===== config.mk =====
export PLATFORM = sky130hd
export DESIGN_NAME = pc_fetch_unit
export DESIGN_NICKNAME = d
export VERILOG_FILES = /design/src/rtl/pc_fetch_unit.sv
export SDC_FILE = /design/constraint.sdc
export NUM_CORES = 1
export LEC_CHECK = 0
export ABC_AREA = 1
export ABC_CLOCK_PERIOD_IN_PS = 2200
export BUFFER_PORTS_ARGS = -buffer_cell sky130_fd_sc_hd__buf_2
export CAP_MARGIN = 20
export CORE_MARGIN = 1
export CORE_UTILIZATION = 40
export CTS_CLUSTER_SIZE = 24
export DETAILED_ROUTE_END_ITERATION = 12
export PLACE_DENSITY_LB_ADDON = 0.2
export SKIP_CTS_REPAIR_TIMING = 1
export SLEW_MARGIN = 40
export SYNTH_ARGS = -nofsm -noshare
export SYNTH_HDL_FRONTEND = slang
export SYNTH_SLANG_ARGS = --single-unit

===== constraint.sdc =====
create_clock -name clk -period 2.2 [get_ports clk]
set_input_delay 0.44 -clock clk [delete_from_list [all_inputs] [get_ports clk]]
set_output_delay 0.44 -clock clk [all_outputs]
set_load 0.01 [all_outputs]

===== src/rtl/pc_fetch_unit.sv =====
// Instruction fetch front end: holds one instruction for decode, fetches the next on consume.
// Three-state FSM (FETCH/ISSUE/FAULT) with sticky fault on misaligned redirect targets.
module pc_fetch_unit #(
    parameter logic [31:0] RESET_PC  = 32'h0000_0000,
    parameter logic [31:0] NOP_INSTR = 32'h0000_0013
) (
    input  logic        clk,
    input  logic        rst_n,
    input  logic        PCSrc,
    input  logic [31:0] PCTarget,
    input  logic        stall,
    output logic        imem_req,
    output logic [31:0] imem_addr,
    input  logic        imem_ready,
    input  logic [31:0] imem_rdata,
    output logic [31:0] Instr,
    output logic [31:0] PC,
    output logic [31:0] PCPlus4,
    output logic        instr_valid,
    output logic        misaligned_fault,
    output logic [31:0] instret
);

    typedef enum logic [1:0] {
        FETCH = 2'd0,
        ISSUE = 2'd1,
        FAULT = 2'd2
    } state_t;

    state_t      state_q, state_d;
    logic [31:0] pc_q, pc_d;
    logic [31:0] instr_q, instr_d;
    logic        fault_q, fault_d;
    logic [31:0] instret_q, instret_d;

    // NOTE: state registers use non-blocking assignments so every flop samples pre-edge values.
    always_ff @(posedge clk or negedge rst_n) begin
        if (!rst_n) begin
            state_q   <= FETCH;
            pc_q      <= RESET_PC;
            instr_q   <= NOP_INSTR;
            fault_q   <= 1'b0;
            instret_q <= 32'd0;
        end else begin
            state_q   <= state_d;
            pc_q      <= pc_d;
            instr_q   <= instr_d;
            fault_q   <= fault_d;
            instret_q <= instret_d;
        end
    end

    // NOTE: every next-state signal is defaulted to its current value first, so no latches are inferred.
    always_comb begin
        state_d   = state_q;
        pc_d      = pc_q;
        instr_d   = instr_q;
        fault_d   = fault_q;
        instret_d = instret_q;
        case (state_q)
            FETCH: begin
                if (imem_ready) begin
                    instr_d = imem_rdata;
                    state_d = ISSUE;
                end
            end
            ISSUE: begin
                if (!stall) begin
                    instret_d = instret_q + 32'd1;
                    instr_d   = NOP_INSTR;
                    if (!PCSrc) begin
                        pc_d    = pc_q + 32'd4;
                        state_d = FETCH;
                    end else if (PCTarget[1:0] == 2'b00) begin
                        pc_d    = PCTarget;
                        state_d = FETCH;
                    end else begin
                        fault_d = 1'b1;
                        state_d = FAULT;
                    end
                end
            end
            FAULT: begin
                state_d = FAULT;
            end
            default: begin
                state_d = FETCH;
            end
        endcase
    end

    // Request is gated by rst_n so nothing is issued while reset is held.
    assign imem_req         = rst_n && (state_q == FETCH);
    assign imem_addr        = {pc_q[31:2], 2'b00};
    assign Instr            = instr_q;
    assign PC               = pc_q;
    assign PCPlus4          = pc_q + 32'd4;
    assign instr_valid      = (state_q == ISSUE);
    assign misaligned_fault = fault_q;
    assign instret          = instret_q;

endmodule


# Yosys cells after proc, flatten, opt, wreduce, memory -nomap -nowiden
# Cells that the tools add are included.
dict set report classes {
  n_eq_ne 5
  n_div 0
  mul 0
  bitwise_logic 2
  shift 0
  n_addsub 2
  order_cmp 0
  n_reduce_logical 9
  n_mux 10
}
# op n
set op_table {}
lappend op_table {{$mux 32} 4}
lappend op_table {{$pmux 32 s2} 1}
lappend op_table {{$add 32x1->32 const B} 1}
lappend op_table {{$add 32x3->32 const B} 1}
lappend op_table {{$mux 2} 4}
lappend op_table {{$pmux 2 s3} 1}
lappend op_table {{$reduce_and 3->1} 2}
lappend op_table {{$logic_not 2->1} 2}
lappend op_table {{$ne 2x2->1 const B} 2}
lappend op_table {{$reduce_and 2->1} 2}
lappend op_table {{$reduce_and 4->1} 1}
lappend op_table {{$eq 2x1->1 const B} 1}
lappend op_table {{$eq 2x2->1 const B} 1}
lappend op_table {{$ne 2x1->1 const B} 1}
lappend op_table {{$not 1->1} 2}
lappend op_table {{$reduce_bool 2->1} 1}
lappend op_table {{$logic_and 1x1->1} 1}
dict set report totals {
  n_memories 0
  rom_bits 0
  latch_bits 0
  out_inout_bits 163
  in_bits 69
  ff_bits 99
  wordCells 33
  ramBits 0
}

# Depth between registers and ports, before layout
# Gate-level depths: netlist (run 1).
dict set report logic_depth {
  depth_word 5
  mapped_depth 10
  depth_no_buf 10
}

# Least setup slack after synthesis (run 1)
# Ideal clock, no wire load.
dict set report synth_path {
  kind {reg2out}
  start {register pc_q[3], in the netlist PC[3]}
  end {output port PCPlus4[18]}
  t_required_ps 1760
  slack_ps 353
  stages_incl_launch_ff 7
  arrival_time_ps 1407
  n_path_buf 0
  path_cell_list {dfrtp_1 ha_1 inv_1 nor2_1 nand2_1 nor2_4 xor2_1}
}
dict set report synth_via {
  elab_chain_len 1
}
# element line_no
set synth_lines {}
lappend synth_lines {{start: declaration} 31} ;# logic [31:0] pc_q, pc_d;
lappend synth_lines {{start signal: assignment} 46} ;# pc_q <= pc_d;
lappend synth_lines {{$add 32x3->32} 97} ;# assign PCPlus4 = pc_q + 32'd4;
lappend synth_lines {{end: declaration} 18} ;# output logic [31:0] PCPlus4,
# Every way passes these cells.

# Worst setup path in the final report (run 1)
dict set report layout_path {
  start {register pc_q[13], in the netlist PC[13]}
  end {output port PCPlus4[21]}
}
# The elaborated chain is that of the path after synthesis.

==> impl_results.md, run 1 <==
- Initial antenna violation count: 0
- Critical path type: flop to output port
- CTS sink count: 99
- Drc violations: 0
- # setup viols final: 1
- # fillers: 1372
- HP Class: input pin to async pin
- Post-Route WL: 16660 um
- Hold WS: 0.1637 ns
- Final critical-path required period: 2.208 ns
- Setup ws final: -0.008410 ns
- Sw Ratio: 0.4155
- Worst path most repeated cell: nand2_1
- Clk root buf: clkbuf_16
- Power share of the sequential group: 0.343
- Via count: 5606
- Leak: 3.990 nW
- Num ports: 232
- Syn_area_per_cell: 7.687 um2
- Starting Density: 0.4122
- M1 WL: 7370 um
- Vias in the first global route: 5027
- Slew @ Worst Pin: 0.5529 ns
- Drt wl/cell: 14.32 um
- IO Port Bufs: 229
- Antenna diode count: 0
- Req. time, crit path: 1.76 ns
- Layout area overhead: 32.73%
- Status: finished with violations
- Final period utilization: 1.004
- Worst skew pair latency: 0.35 ns
- Layout cell share with drive strength beyond 1: 0.3693
- Gr usage total: 0.2220
- Hpwl dp: 12240 um
- RSZ-0062 raised after global routing: yes
- Fmax: 0.4528 GHz
- P per Cell Area: 1172 nW/um2
- Clock transition at path regs: 0.07 ns
- CP delay by family, top: simple AND/OR/NAND/NOR gates
- Max transition margin: 0.6314
- Sequential share of the synthesized area: 0.4303
- WP data arrival: 1.77 ns
- Setup crit end kind: output port
- Cts bufs inserted: 9
- Met2 routed WL: 7893 um
- Worst VDD drop: 0.7164 mV
- Commonest cells after routing, fill and taps aside: nand2_1, buf_2, dfrtp_1
- Clk_skew: 0.006023 ns
- Core Util, Final: 0.5470
- Most common cell after layout, fill and taps aside: nand2_1
- Pins Over Slew Limit: 0
- DR WL met3: 1164 um
- CP max FO: 6
- Number of max-cap violations: 0
- Seq cells post-synth: 99
- Placer Congestion: 0.8847
- Global-route wire length before repair: 25400 um
- CORE AREA: 13990 um2
- Cells after synthesis: 750
- Die extent in y: 122.1 um
- Violated checks: setup timing
- NetSw: 3.727 mW
- Clk pwr share: 0.189
- Routed Antenna Nets: 0
- Highest-delay cell along the critical path: dfrtp_2
- Setup TNS: -0.008410 ns
- Maximum number of pins on one net before global-route repair: 100
- Highest Signal Layer: met4
- Netlist cell types: 38
- First DRT Iteration DRCs: 304
- Die ar.: 14900 um2
- Row cnt: 43
- Final nets: 1049
- CP max stage delay: 0.43 ns
- Crit path buf inv count: 1
- Syn. warnings: 0
- Clock tree buffer depth: 2
- Die W: 122.1 um
- CTS tree: yes
- Cell Chain, Critical Path: nand2_1 -> nor2_1 -> nand2_1 -> nor2_4 -> nand2_1 -> nand2_1 -> and2_4 -> buf_6
- Hold violation count in the final report: 0
- Drt pass-1 iters: 4
- Cell Area, Placed: 6894 um2
- Startpoint types: flop
- Maximum level of the CTS H-tree: 3
- Design area: 7652 um2
- DR vias/cell: 4.820
- Total internal power: 5.244 mW
- Grt ovf: 0
- Mapped Area: 5766 um2
- Power share of the combinational group: 0.467
final cells by class:
| cell class | instances | area, um2 | area share |
|---|---|---|---|
| sequential | 99 | 2502 | 0.3270 |
| clock inverter | 7 | 93.84 | 0.01226 |
| clock buffer | 9 | 225.2 | 0.02943 |
| tap | 180 | 225.2 | 0.02943 |
| timing repair buffer | 266 | 1484 | 0.1939 |
| inverter | 63 | 236.5 | 0.03090 |
| multi-input combinational | 539 | 2885 | 0.3770 |
path summary, 6_finish.rpt:
kind	start	end	slack, ns	depth (start not counted)
max	PC[13]	PCPlus4[21]	-0.008	8
min	rst_n	PC[6]	0.16	2
max reg2reg	instret[12]	instret[31]	0.52	9
min reg2reg	misaligned_fault	misaligned_fault	0.46	2
max in group asynchronous	rst_n	PC[17]	1.55	2
min in group clk	PCTarget[14]	PC[14]	0.30	3
worst reg2reg max path, stage by stage (launching register included):
cell,delay [ns]
dfrtp_1,0.44
nand2_1,0.11
nor2_1,0.43
nand2_1,0.17
nor2_1,0.15
nand2_1,0.07
nand2_1,0.05
nand2_1,0.05
nand2_1,0.05
nand2_1,0.04
metrics by stage:
step	power [mW]	setup WS, ns	cells
3_5_place_dp	6.744	0.1307	1123
5_1_grt	9.615	-0.08968	1163
4_1_cts	8.485	-0.2679	1139
2_1_floorplan	5.398	0.3531	751
3_3_place_gp	6.707	0.1626	1123
6_report	8.970	-0.008410	1163
layer usage:
metal	up-vias	track usage
li1	2794	-
met3	14	0.04869
met4	0	0.05869
met5	-	0
met2	221	0.3637
met1	2577	0.2954
synthesized netlist by cell type, drive strengths merged:
master | number | area, um2
nand2 | 287 | 1095
nor2 | 100 | 459.2
dfrtp | 96 | 2402
inv | 63 | 236.5
buf | 49 | 357.8
nand3 | 39 | 200.2
a22o | 29 | 254.0
a22oi | 21 | 172.7
xor2 | 17 | 156.4
xnor2 | 13 | 113.9
nand3b | 5 | 37.54
nand4 | 5 | 31.28
o21ai | 5 | 36.29
and2 | 3 | 18.77
dfstp | 3 | 78.83
o22a | 3 | 26.28
ha | 2 | 25.02
nor3 | 2 | 10.01
o211ai | 2 | 15.01
clkbuf | 1 | 3.750
conb | 1 | 3.750
nor3b | 1 | 7.510
o21a | 1 | 7.510
o21bai | 1 | 7.510
o32ai | 1 | 8.760
state kept, by name, indices dropped and copies added (netlist names):
signal / count
state_q: 2
PC: 32
misaligned_fault: 1
Instr: 32
instret: 32
cells by family (layout without fill, tap and decap cells):
logic type	after synthesis	after routing	synth area share
and+or+nand+nor	442	442	0.3225
buffers and inverters	113	345	0.1037
DFF	99	99	0.4303
AOI/OAI and AO/OA	63	63	0.09158
xor gates and xnor gates	30	30	0.04688
adders and majority gates	2	2	0.004340
other	1	2	0.0006504
power groups by stage:
stage / Combinational (mW) / Sequential (mW) / Clock [mW]
after floorplan: 2.16 / 3.24 / 0
after global placement: 3.62 / 3.09 / 0
after detailed placement: 3.67 / 3.08 / 0
after CTS: 3.66 / 3.07 / 1.76
after global routing: 4.64 / 3.15 / 1.83
final: 4.19 / 3.08 / 1.70
Note: power is estimated with default switching activity, not from simulation.
==> inputs of run 2 (changes only) <==
--- a/config.mk
+++ b/config.mk
@@ -7,13 +7,14 @@
 export LEC_CHECK = 0
 export ABC_AREA = 1
 export ABC_CLOCK_PERIOD_IN_PS = 2200
-export BUFFER_PORTS_ARGS = -buffer_cell sky130_fd_sc_hd__buf_2
+export BUFFER_PORTS_ARGS = -buffer_cell sky130_fd_sc_hd__clkbuf_2
 export CAP_MARGIN = 20
 export CORE_MARGIN = 1
 export CORE_UTILIZATION = 40
 export CTS_CLUSTER_SIZE = 24
 export DETAILED_ROUTE_END_ITERATION = 12
 export PLACE_DENSITY_LB_ADDON = 0.2
+export SETUP_SLACK_MARGIN = 0.3
 export SKIP_CTS_REPAIR_TIMING = 1
 export SLEW_MARGIN = 40
 export SYNTH_ARGS = -nofsm -noshare
==> run 2 against run 1 <==
  * The run still ends with setup timing left
  * Sequential power barely moved
  * Worst setup slack got worse by 0.050 ns
  * Combinational power fell by 3%
  * Critical path depth fell by 1
  * Via count rose by 0.21%
  * Flip-flop and latch count did not move
  * Count of clock-buffer cells in the layout did not move
  * Worst hold slack improved by 0.015 ns
  * Clock power fell by 9%
  * Largest cell class unchanged
  * Largest power group unchanged
==> impl_results.md, run 2 (synthesized netlist as in run 1, its figures left out) <==
- Via count: 5618 (+0.21%)
- Vias in the first global route: 5043 (+0.32%)
- Final nets: 1043 (-0.57%)
- DP Worst Slack: 0.1054 ns (-0.02537 ns)
- Worst VDD drop: 0.6667 mV (-6.9%)
- IO Port Bufs: 229 (unchanged)
- Grt ovf: 0 (unchanged)
- Clk_skew: 0.006484 ns (+0.0004612 ns)
- Setup TNS: -0.2309 ns (-0.2225 ns)
- Status: finished with violations
- Drt wl/cell: 14.44 um (+0.84%)
- HP Class: input pin to async pin
- RSZ-0062 raised after global routing: yes
- Gr usage total: 0.2219 (about the same)
- Fmax: 0.4428 GHz (-2.2%)
- Clk pwr share: 0.177 (-0.012)
- CTS tree: yes
- Power share of the combinational group: 0.468 (about the same)
- Layout area overhead: 30.90%
- Sw Ratio: 0.4246 (+0.009139)
- Total internal power: 5.002 mW (-4.6%)
- Die extent in y: 122.1 um (unchanged)
- Routed Antenna Nets: 0 (unchanged)
- Initial antenna violation count: 0 (unchanged)
- Critical path type: flop to output port
- Worst setup path start: PC[3]
- # setup viols final: 11 (+10)
- Global-route wire length before repair: 25470 um (+0.27%)
- Antenna diode count: 0 (unchanged)
- Final period utilization: 1.027 (+0.02275)
- P per Cell Area: 1152 nW/um2 (-1.7%)
- Num ports: 232 (unchanged)
- Clock tree buffer depth: 2 (unchanged)
- Design area: 7547 um2 (-1.4%)
- Pins Over Slew Limit: 0 (unchanged)
- Die ar.: 14900 um2 (unchanged)
- R2R Path Start: instret[12]
- Max transition margin: 0.6240 (-0.007454)
- CTS sink count: 99 (unchanged)
- Slew @ Worst Pin: 0.5641 ns (+0.01118 ns)
- Drt pass-1 iters: 5 (+1)
- Clk root buf: clkbuf_16
- First DRT Iteration DRCs: 307 (+0.99%)
- WP data arrival: 1.82 ns (+0.05 ns)
- Hpwl dp: 12170 um (-0.56%)
- Startpoint types: flop
- Most common cell after layout, fill and taps aside: nand2_1
- Drc violations: 0 (unchanged)
- Power share of the sequential group: 0.356 (+0.013)
- Leak: 3.915 nW (-1.9%)
- Violated checks: setup timing
- Cts bufs inserted: 9 (unchanged)
- Die W: 122.1 um (unchanged)
- Setup crit end kind: output port
- Number of max-cap violations: 0 (unchanged)
- Maximum level of the CTS H-tree: 3 (unchanged)
- Post-Route WL: 16710 um (+0.32%)
- Row cnt: 43 (unchanged)
- Maximum number of pins on one net before global-route repair: 100 (unchanged)
- Commonest cells after routing, fill and taps aside: nand2_1, clkbuf_2, dfrtp_1
- Hold violation count in the final report: 0 (unchanged)
- Clock transition at path regs: 0.07 ns (about the same)
- DR vias/cell: 4.856 (+0.73%)
- Placer Congestion: 0.8610 (-2.7%)
- Starting Density: 0.4122 (unchanged)
- Req. time, crit path: 1.76 ns (about the same)
- Worst skew pair latency: 0.35 ns (about the same)
- CORE AREA: 13990 um2 (unchanged)
- Hold WS: 0.1787 ns (+0.01497 ns)
- Setup ws final: -0.05846 ns (-0.05005 ns)
- Layout cell share with drive strength beyond 1: 0.3685 (-0.0008028)
- NetSw: 3.691 mW (-0.96%)
- Cell Area, Placed: 6907 um2 (+0.18%)
- Final critical-path required period: 2.258 ns (+0.05005 ns)
- CP max FO: 5 (-1)
-- run 2: stage by stage --
step	util	std cells	total power, mW
floorplan	-	751	5.398
global placement	0.4937	1123	6.746
detailed placement	0.4937	1123	6.767
CTS	0.5140	1139	8.341
global route	0.5395	1157	9.318
finish	0.5395	1157	8.693
-- run 2: cell type report --
type | count | area (um2)
Clock inverter | 7 | 58.81
Multi-Input combinational cell | 539 | 2880
Sequential cell | 99 | 2501
Inverter | 63 | 239.0
Tap cell | 180 | 225.2
Clock buffer | 9 | 225.2
Fill cell | 1345 | 6441
Timing Repair Buffer | 260 | 1418
-- run 2: final timing paths --
check | endpoint | slack (ns) | cells past startpoint
worst max-delay path | PCPlus4[13] | -0.06 | 7
worst min-delay path | PC[1] | 0.18 | 2
worst max register to register | instret[31] | 0.50 | 9
worst min register to register | misaligned_fault | 0.47 | 2
max in group asynchronous | PC[17] | 1.56 | 2
min in group clk | PC[13] | 0.31 | 3
-- run 2: power by group through the flow --
stage | Combinational, mW | Clock (mW) | Sequential [mW]
2_1_floorplan | 2.16 | 0 | 3.24
3_3_place_gp | 3.65 | 0 | 3.10
3_5_place_dp | 3.68 | 0 | 3.09
4_1_cts | 3.67 | 1.59 | 3.08
5_1_grt | 4.49 | 1.66 | 3.16
6_report | 4.07 | 1.54 | 3.09
-- run 2: routing by layer --
metal	share of wire	global-route usage	vias to the layer above	wire length [um]
met3	0.064	0.04494	23	1063
met5	0	0	-	0
met1	0.45	0.2993	2595	7537
met2	0.47	0.3559	225	7773
li1	-	-	2775	-
met4	0.020	0.07165	0	334
-- run 2: critical path: stages, from the launching register on --
cell      delay [ns]
dfrtp_1         0.37
buf_4           0.15
nand2_1         0.06
nor2_2          0.15
nand2_4         0.12
nor2_2          0.21
xor2_1          0.24
clkbuf_2        0.17
==> inputs of run 3 (changes only) <==
--- a/config.mk
+++ b/config.mk
@@ -14,9 +14,10 @@
 export CTS_CLUSTER_SIZE = 24
 export DETAILED_ROUTE_END_ITERATION = 12
 export PLACE_DENSITY_LB_ADDON = 0.2
+export RECOVER_POWER = 100
 export SETUP_SLACK_MARGIN = 0.3
 export SKIP_CTS_REPAIR_TIMING = 1
-export SLEW_MARGIN = 40
+export SLEW_MARGIN = 25
 export SYNTH_ARGS = -nofsm -noshare
 export SYNTH_HDL_FRONTEND = slang
 export SYNTH_SLANG_ARGS = --single-unit
==> run 3 against run 2 <==
  * The run still ends with setup timing left
  * Critical endpoint unchanged
  * Worst setup slack got worse by 0.0032 ns
  * Maximum frequency decreased by 0.14%
  * Die area unchanged
==> impl_results.md, run 3 (synthesized netlist as in run 1, its figures left out) <==
- Leak: 3.757 nW (-4.0%)
- Via count: 5625 (+0.12%)
- Final critical-path required period: 2.262 ns (+0.003170 ns)
- Clock tree buffer depth: 2 (unchanged)
- Violated checks: setup timing
- Cell count of the worst reg-to-reg path: 9 (unchanged)
- Startpoint types: flop
- Clk root buf: clkbuf_16
- Placer Congestion: 0.8610 (unchanged)
- Worst skew pair latency: 0.35 ns (about the same)
- Post-Route WL: 16820 um (+0.65%)
- WP data arrival: 1.82 ns (about the same)
- Maximum level of the CTS H-tree: 3 (unchanged)
- Maximum number of pins on one net before global-route repair: 100 (unchanged)
- Fmax: 0.4422 GHz (-0.14%)
- Slew @ Worst Pin: 1.389 ns (+0.8247 ns)
- Starting Density: 0.4122 (unchanged)
- CTS tree: yes
- Num ports: 232 (unchanged)
- CTS sink count: 99 (unchanged)
- Cts bufs inserted: 9 (unchanged)
- Die extent in y: 122.1 um (unchanged)
- Worst hold path stage count: 3
- Setup ws final: -0.06163 ns (-0.003170 ns)
- Most common cell after layout, fill and taps aside: nand2_1
- Max transition margin: 0.07414 (-0.5498)
- R2r setup slk: 0.12 ns (-0.38 ns)
- Number of max-cap violations: 0 (unchanged)
- Commonest cells after routing, fill and taps aside: nand2_1, clkbuf_2, dfrtp_1
- Drc violations: 0 (unchanged)
- Die ar.: 14900 um2 (unchanged)
- Drt wl/cell: 14.52 um (+0.57%)
- Global-route wire length before repair: 25470 um (unchanged)
- Hpwl dp: 12170 um (unchanged)
- Clk_skew: 0.006643 ns (+0.0001596 ns)
- Final nets: 1044 (+0.096%)
- CORE AREA: 13990 um2 (unchanged)
- Antenna diode count: 0 (unchanged)
- R2R Path Start: state_q[0]
- Gr usage total: 0.2219 (unchanged)
- Vias in the first global route: 5043 (unchanged)
- RR Endpoint: instret[20]
- Routed Antenna Nets: 0 (unchanged)
- Pins Over Slew Limit: 0 (unchanged)
- Die W: 122.1 um (unchanged)
- # setup viols final: 11 (unchanged)
- Initial antenna violation count: 0 (unchanged)
- Hold violation count in the final report: 0 (unchanged)
- DR vias/cell: 4.858 (about the same)
- Drt pass-1 iters: 5 (unchanged)
- Layout cell share with drive strength beyond 1: 0.3231 (-0.04537)
- Setup crit end kind: output port
- P per Cell Area: 1155 nW/um2 (+0.27%)
- Grt ovf: 0 (unchanged)
- CP max FO: 5 (unchanged)
- Critical path type: flop to output port
- Layout area overhead: 29.34%
- Core Util, Final: 0.5331 (-0.006440)
- Row cnt: 43 (unchanged)
- IO Port Bufs: 229 (unchanged)
- RSZ-0062 raised after global routing: yes
- Req. time, crit path: 1.76 ns (about the same)
- DP Worst Slack: 0.1054 ns (unchanged)
- Final period utilization: 1.028 (+0.001441)
- Clock transition at path regs: 0.07 ns (about the same)
- Worst VDD drop: 0.6312 mV (-5.3%)
- First DRT Iteration DRCs: 361 (+18%)
- Hold endpoint: PC[13]
- Status: finished with violations
- HP Class: input pin to flop
- Hold Crit Start: PCTarget[13]
==> run 3: power breakdown <==
part	leakage, nW	switching (mW)	internal, mW
clock network	0.138	0.750	0.786
registers	1.25	0.655	2.43
logic	2.37	2.27	1.72
==> run 3: per-stage QoR <==
step           hold slack (ns)  power (mW)  setup TNS [ns]  cell area [um2]  std cells
2_1_floorplan           0.1444       5.398               0             5769        751
3_3_place_gp            0.4523       6.746               0             6907       1123
3_5_place_dp            0.4570       6.765               0             6907       1123
4_1_cts                 0.2289       8.340          -3.518             7191       1139
5_1_grt                 0.2921       9.239          -2.205             7457       1158
6_report                0.3076       8.612         -0.2040             7457       1158
==> run 3: worst max path at each step <==
stage	from	end	slack, ns	cells after the start
after floorplan	PC[3]	PCPlus4[18]	0.35	6
after global placement	PC[2]	PCPlus4[18]	0.15	7
after detailed placement	PC[2]	PCPlus4[14]	0.11	7
after CTS	PC[2]	PCPlus4[14]	-0.29	7
after global routing	PC[3]	PCPlus4[26]	-0.15	10
final	PC[3]	PCPlus4[13]	-0.06	7
==> run 3: cell type report <==
| class | count | area [um2] |
|---|---|---|
| Fill cell | 1367 | 6531 |
| Sequential cell | 99 | 2501 |
| Timing Repair inverter | 1 | 7.507 |
| Inverter | 63 | 242.7 |
| Clock buffer | 9 | 225.2 |
| Multi-Input combinational cell | 539 | 2844 |
| Timing Repair Buffer | 260 | 1353 |
| Tap cell | 180 | 225.2 |
| Clock inverter | 7 | 58.81 |
==> run 3: worst max-delay path, stage by stage (launching register included) <==
cell and delay, ns:
dfrtp_1 0.37, buf_4 0.15, nand2_1 0.06, nor2_2 0.15
nand2_4 0.12, nor2_2 0.22, xor2_1 0.24, clkbuf_2 0.17
==> run 3: routing by layer <==
metal | global-route usage | part of all wire | routed length, um
met1 | 0.2993 | 0.45 | 7577
met2 | 0.3559 | 0.47 | 7843
met3 | 0.04494 | 0.062 | 1049
met4 | 0.07165 | 0.021 | 348
met5 | 0 | 0 | 0
